## src/rtl/usr_pkg.sv

```systemverilog
// Shared definitions for the universal shift register: MODE encodings.
package usr_pkg;

  typedef enum logic [1:0] {
    MODE_HOLD = 2'b00,
    MODE_SHL  = 2'b01,
    MODE_SHR  = 2'b10,
    MODE_LOAD = 2'b11
  } usr_mode_e;

endpackage

```

## src/rtl/univ_shift_reg_if.sv

```systemverilog
// Control/data bundle of the universal shift register.
// USR_ROTATE_EN adds the ROT signal.
interface univ_shift_reg_if #(
  parameter int unsigned WIDTH = 8
);
  logic             EN;
  logic [1:0]       MODE;
  logic [WIDTH-1:0] D;
  logic             SI_L;
  logic             SI_R;
`ifdef USR_ROTATE_EN
  logic             ROT;
`endif
  logic [WIDTH-1:0] Q;
  logic [WIDTH-1:0] Q_bar;
  logic             SO_L;
  logic             SO_R;

  modport master (
`ifdef USR_ROTATE_EN
    output ROT,
`endif
    output EN, MODE, D, SI_L, SI_R,
    input  Q, Q_bar, SO_L, SO_R
  );

  modport slave (
`ifdef USR_ROTATE_EN
    input  ROT,
`endif
    input  EN, MODE, D, SI_L, SI_R,
    output Q, Q_bar, SO_L, SO_R
  );
endinterface

```

## src/rtl/dff_cell.sv

```systemverilog
// One-bit D flip-flop, asynchronous active-low reset to RST_VAL, with complement output.
module dff_cell #(
  parameter logic RST_VAL = 1'b0
) (
  input  logic CLK,
  input  logic RSTn,
  input  logic D,
  output logic Q,
  output logic Q_bar
);

  always_ff @(posedge CLK or negedge RSTn) begin
    if (!RSTn) begin
      Q <= RST_VAL;
    end else begin
      Q <= D;
    end
  end

  assign Q_bar = ~Q;

endmodule

```

## src/rtl/univ_shift_reg.sv

```systemverilog
// Universal register: hold / shift-left / shift-right / parallel load with enable.
// Define USR_ROTATE_EN to make the shift modes rotate when ROT=1.
module univ_shift_reg
  import usr_pkg::*;
#(
  parameter int unsigned      WIDTH   = 8,
  parameter logic [WIDTH-1:0] RST_VAL = '0
) (
  input logic              CLK,
  input logic              RSTn,
  univ_shift_reg_if.slave  bus
);

  logic [WIDTH-1:0] q;
  logic [WIDTH-1:0] q_bar;
  logic             shl_in;
  logic             shr_in;

  // Bits entering at each end; rotate feeds the opposite end back in.
  always_comb begin
    shl_in = bus.SI_L;
    shr_in = bus.SI_R;
`ifdef USR_ROTATE_EN
    if (bus.ROT) begin
      shl_in = q[WIDTH-1];
      shr_in = q[0];
    end
`endif
  end

  for (genvar i = 0; i < int'(WIDTH); i++) begin : g_bit
    logic shl_src;
    logic shr_src;
    logic d_bit;

    if (i == 0) begin : g_lsb
      assign shl_src = shl_in;
    end else begin : g_shl
      assign shl_src = q[i-1];
    end

    if (i == int'(WIDTH) - 1) begin : g_msb
      assign shr_src = shr_in;
    end else begin : g_shr
      assign shr_src = q[i+1];
    end

    always_comb begin
      d_bit = q[i];
      if (bus.EN) begin
        unique case (usr_mode_e'(bus.MODE))
          MODE_HOLD: d_bit = q[i];
          MODE_SHL:  d_bit = shl_src;
          MODE_SHR:  d_bit = shr_src;
          MODE_LOAD: d_bit = bus.D[i];
        endcase
      end
    end

    dff_cell #(
      .RST_VAL(RST_VAL[i])
    ) u_cell (
      .CLK  (CLK),
      .RSTn (RSTn),
      .D    (d_bit),
      .Q    (q[i]),
      .Q_bar(q_bar[i])
    );
  end

  assign bus.Q     = q;
  assign bus.Q_bar = q_bar;
  assign bus.SO_L  = q[WIDTH-1];
  assign bus.SO_R  = q[0];

  // An unknown MODE while enabled would corrupt the register silently.
  mode_known_a : assert property (@(posedge CLK) disable iff (!RSTn)
    bus.EN |-> !$isunknown(bus.MODE));

endmodule

```

## src/flat_wrapper.sv

```systemverilog
// flat-port wrapper written by rule: the top's interface ports become plain ports
module univ_shift_reg_flat import usr_pkg::*;
#(
  parameter int unsigned      WIDTH   = 8,
  parameter logic [WIDTH-1:0] RST_VAL = '0
)
  (CLK, RSTn, bus_EN, bus_MODE, bus_D, bus_SI_L, bus_SI_R, bus_Q, bus_Q_bar, bus_SO_L, bus_SO_R);
  univ_shift_reg_if #(.WIDTH(WIDTH)) bus_i ();
  input logic CLK;
  input logic RSTn;
  input wire logic [$bits(bus_i.EN)-1:0] bus_EN;
  input wire logic [$bits(bus_i.MODE)-1:0] bus_MODE;
  input wire logic [$bits(bus_i.D)-1:0] bus_D;
  input wire logic [$bits(bus_i.SI_L)-1:0] bus_SI_L;
  input wire logic [$bits(bus_i.SI_R)-1:0] bus_SI_R;
  output wire logic [$bits(bus_i.Q)-1:0] bus_Q;
  output wire logic [$bits(bus_i.Q_bar)-1:0] bus_Q_bar;
  output wire logic [$bits(bus_i.SO_L)-1:0] bus_SO_L;
  output wire logic [$bits(bus_i.SO_R)-1:0] bus_SO_R;
  assign bus_i.EN = bus_EN;
  assign bus_i.MODE = bus_MODE;
  assign bus_i.D = bus_D;
  assign bus_i.SI_L = bus_SI_L;
  assign bus_i.SI_R = bus_SI_R;
  assign bus_Q = bus_i.Q;
  assign bus_Q_bar = bus_i.Q_bar;
  assign bus_SO_L = bus_i.SO_L;
  assign bus_SO_R = bus_i.SO_R;
  univ_shift_reg #(.WIDTH(WIDTH), .RST_VAL(RST_VAL)) u_core (.CLK(CLK), .RSTn(RSTn), .bus(bus_i));
endmodule
```

## config.mk

```make
export PLATFORM = sky130hd
export DESIGN_NAME = univ_shift_reg_flat
export DESIGN_NICKNAME = d
export VERILOG_FILES = /design/src/rtl/usr_pkg.sv /design/src/rtl/univ_shift_reg_if.sv /design/src/rtl/dff_cell.sv /design/src/rtl/univ_shift_reg.sv /design/src/flat_wrapper.sv
export SDC_FILE = /design/constraint.sdc
export NUM_CORES = 1
export LEC_CHECK = 0
export BUFFER_PORTS_ARGS = -buffer_cell sky130_fd_sc_hd__buf_2
export CAP_MARGIN = 20
export CORE_MARGIN = 2
export CORE_UTILIZATION = 46
export DETAILED_ROUTE_END_ITERATION = 6
export PLACE_DENSITY = 0.82
export SYNTH_ARGS = -nofsm -noshare
export SYNTH_HDL_FRONTEND = slang
export SYNTH_SLANG_ARGS = --single-unit
```

## constraint.sdc

```tcl
create_clock -name CLK -period 1.6 [get_ports CLK]
set_input_delay 0.32 -clock CLK [delete_from_list [all_inputs] [get_ports CLK]]
set_output_delay 0.32 -clock CLK [all_outputs]
set_load 0.02 [all_outputs]
```

==> flow_summary.ini <==
[status]
status = completed

[drt]
firstDrtPassIters = 4
drc = 0
vias = 530
wl_met2_um = 569
wl_met1_um = 525
topRoutingLayerUsed = met4
wl_met3_um = 110
wl_per_cell_um = 12.3
postRouteAntennaNets = 0
via_per_inst = 5.25
drt-total-wl_um = 1250
initialDrtViolationCount = 11

[floorplanning]
die_h_um = 40.2
dieArea_mm2 = 0.00162
design.core.area_mm2 = 0.00127
pin_count = 33
dieWidth_um = 40.2
rows = 13
initial_utilization_pct = 47.6

[cts]
post_cts_resized = 0
clk_latency_ns = 0.26
cts_tree = done
htreeDepth = 1
cts_hold_buf = 1
cts_buffers = 3
clockBufferDepth = 2
cts_sinks = 8
cts.clk_slew.worst_paths_ns = 0.05
cts_root_buf = clkbuf_4
postCtsSetupRepairBufs = 0

[timing]
final.setup.tns_ns = 0
period_share_pct = 78.1
setup_violations = 0
hold_violations = 0
skew_ns = 0.00158
fin_crit_ns = 1.25
slew-limit-headroom_pct = 79.2
max_freq_mhz = 801
grt_setup_unrepaired = no
maxSlewViolCount = 0
worstMarginPinSlew_ns = 0.308

[critical_path]
r2r_slack_ns = 0.55
crit_path_start_kind = flip-flop
path_class = reg -> out
worstPathRequired_ns = 1.28
crit_path_end_kind = output port
arrival_ns = 0.93
cp_max_fo = 4

[synth]
mappedNetlistArea_um2 = 604
yosys_warnings = 0
postSynthCellCount = 67
synth.area.top_cells = dfrtp_1 33%, buf_4 21%, mux2_2 13%
syn-num-nets = 82
ys_ff_latch = 8
ys_types = 16
ys_seq_area_share_pct = 33.1
synth_top_area_share_pct = 33.1
syn_area_per_cell_um2 = 9.02
synth_top_area_cell = dfrtp_1

[final_layout]
area.growth.synth_to_final_pct = 13.3
n_antenna_cell = 0
nNetsFinal = 103
largest_register = u_core.g_bit.u_cell.Q
largest_reg_flops = 8
reg_top3 = u_core.g_bit.u_cell.Q: 8 flops
drive_above_1_share_pct = 50.0

[global_route]
grt_pass1_wl_um = 1840
grt_antenna_before_repair = 0
grt_usage_pct = 18.4
overflow = 0
grt_max_degree = 15
first_global_vias = 423

[power_and_ir_drop]
peakVddDrop_mv = 0.431
p_per_area_mw_per_mm2 = 1100
p_switching_w = 0.000306
seqPwrFrac_pct = 36.9
swShare_pct = 40.6
finalPower_w = 0.000754
p_comb_share_pct = 42.2
intPower_w = 0.000448
pwr-share-clk_pct = 20.9
power_leakage_nw = 0.361

[placement]
place.gp.congestion = 0.737
dp_hpwl_um = 945
numPortBuffers = 32

[flow_run]
drv_cap = 0

[min_path]
hold_class = in -> reg
==> logic make-up after synthesis <==
| logic type | synth area share [%] |
|---|---|
| AO/OA/AOI/OAI | 20.7 |
| buffers and inverters | 29.2 |
| flip-flops | 33.1 |
| multiplexers | 13.0 |
| AND/OR/NAND/NOR | 3.93 |
==> placed cells by master, fill, tap and decap left out, types with 2 or more instances in the layout <==
cell type  Yosys  final
buf_2          0     32
o22ai_1        6      6
mux2_2         7      7
dfrtp_1        8      8
inv_1         10     10
a22oi_1        2      2
o32ai_1        3      3
clkbuf_4       0      3
nand2_1        2      2
a21oi_1        5      5
==> power groups by stage <==
stage	registers, W	logic [W]	clock network [W]
floorplan	0.000283	0.000300	0
global placement	0.000280	0.000317	0
detailed placement	0.000282	0.000318	0
CTS	0.000279	0.000321	0.000162
global route	0.000286	0.000352	0.000172
finish	0.000278	0.000319	0.000157
==> per-layer routing <==
metal	track usage, %	vias up
met5	0	-
met4	15.0	0
met2	26.2	32
li1	-	255
met1	22.9	238
met3	5.00	5
==> final timing paths <==
kind,from,to,cells after the start
worst max-delay path,u_core.g_bit[6].u_cell.Q$_DFFE_PN0P_,bus_Q_bar[6],2
worst min-delay path,bus_EN,u_core.g_bit[4].u_cell.Q$_DFFE_PN0P_,2
worst max register to register,u_core.g_bit[5].u_cell.Q$_DFFE_PN0P_,u_core.g_bit[4].u_cell.Q$_DFFE_PN0P_,3
worst min register to register,u_core.g_bit[1].u_cell.Q$_DFFE_PN0P_,u_core.g_bit[1].u_cell.Q$_DFFE_PN0P_,2
max in group asynchronous,RSTn,u_core.g_bit[1].u_cell.Q$_DFFE_PN0P_,2
min in group asynchronous,RSTn,u_core.g_bit[5].u_cell.Q$_DFFE_PN0P_,2
==> metrics by stage <==
stage          hold slack, ns  instances  area [µm²]  setup WS, ns  utilization, %
2_1_floorplan          0.0244         67         604         0.556               -
3_3_place_gp            0.171         97         652         0.339            51.4
3_5_place_dp            0.174         97         652         0.304            51.4
4_1_cts                 0.361        101         684         0.338            53.9
5_1_grt                 0.371        101         684         0.309            53.9
6_report                0.360        101         684         0.351            53.9
==> final cells by class <==
cell class | instances | area [µm²]
Clock buffer | 3 | 22.5
Fill cell | 117 | 584
Inverter | 10 | 37.5
Multi-Input combinational cell | 31 | 228
Sequential cell | 8 | 200
Tap cell | 15 | 18.8
Timing Repair Buffer | 34 | 178
==> worst max-delay path, cell delays in order, from the launching register on <==
cell and delay [ns]:
dfrtp_1 0.41, inv_1 0.10, buf_2 0.17
==> synth_stat cells <==
library cell,instances
buf_4,17
inv_1,10
dfrtp_1,8
mux2_2,7
o22ai_1,6
a21oi_1,5
o32ai_1,3
a22oi_1,2
nand2_1,2
a211oi_1,1
a221oi_1,1
buf_6,1
nand2b_1,1
nor2_1,1
nor2b_1,1
o21ai_0,1
Note: power is estimated with default switching activity, not from simulation.
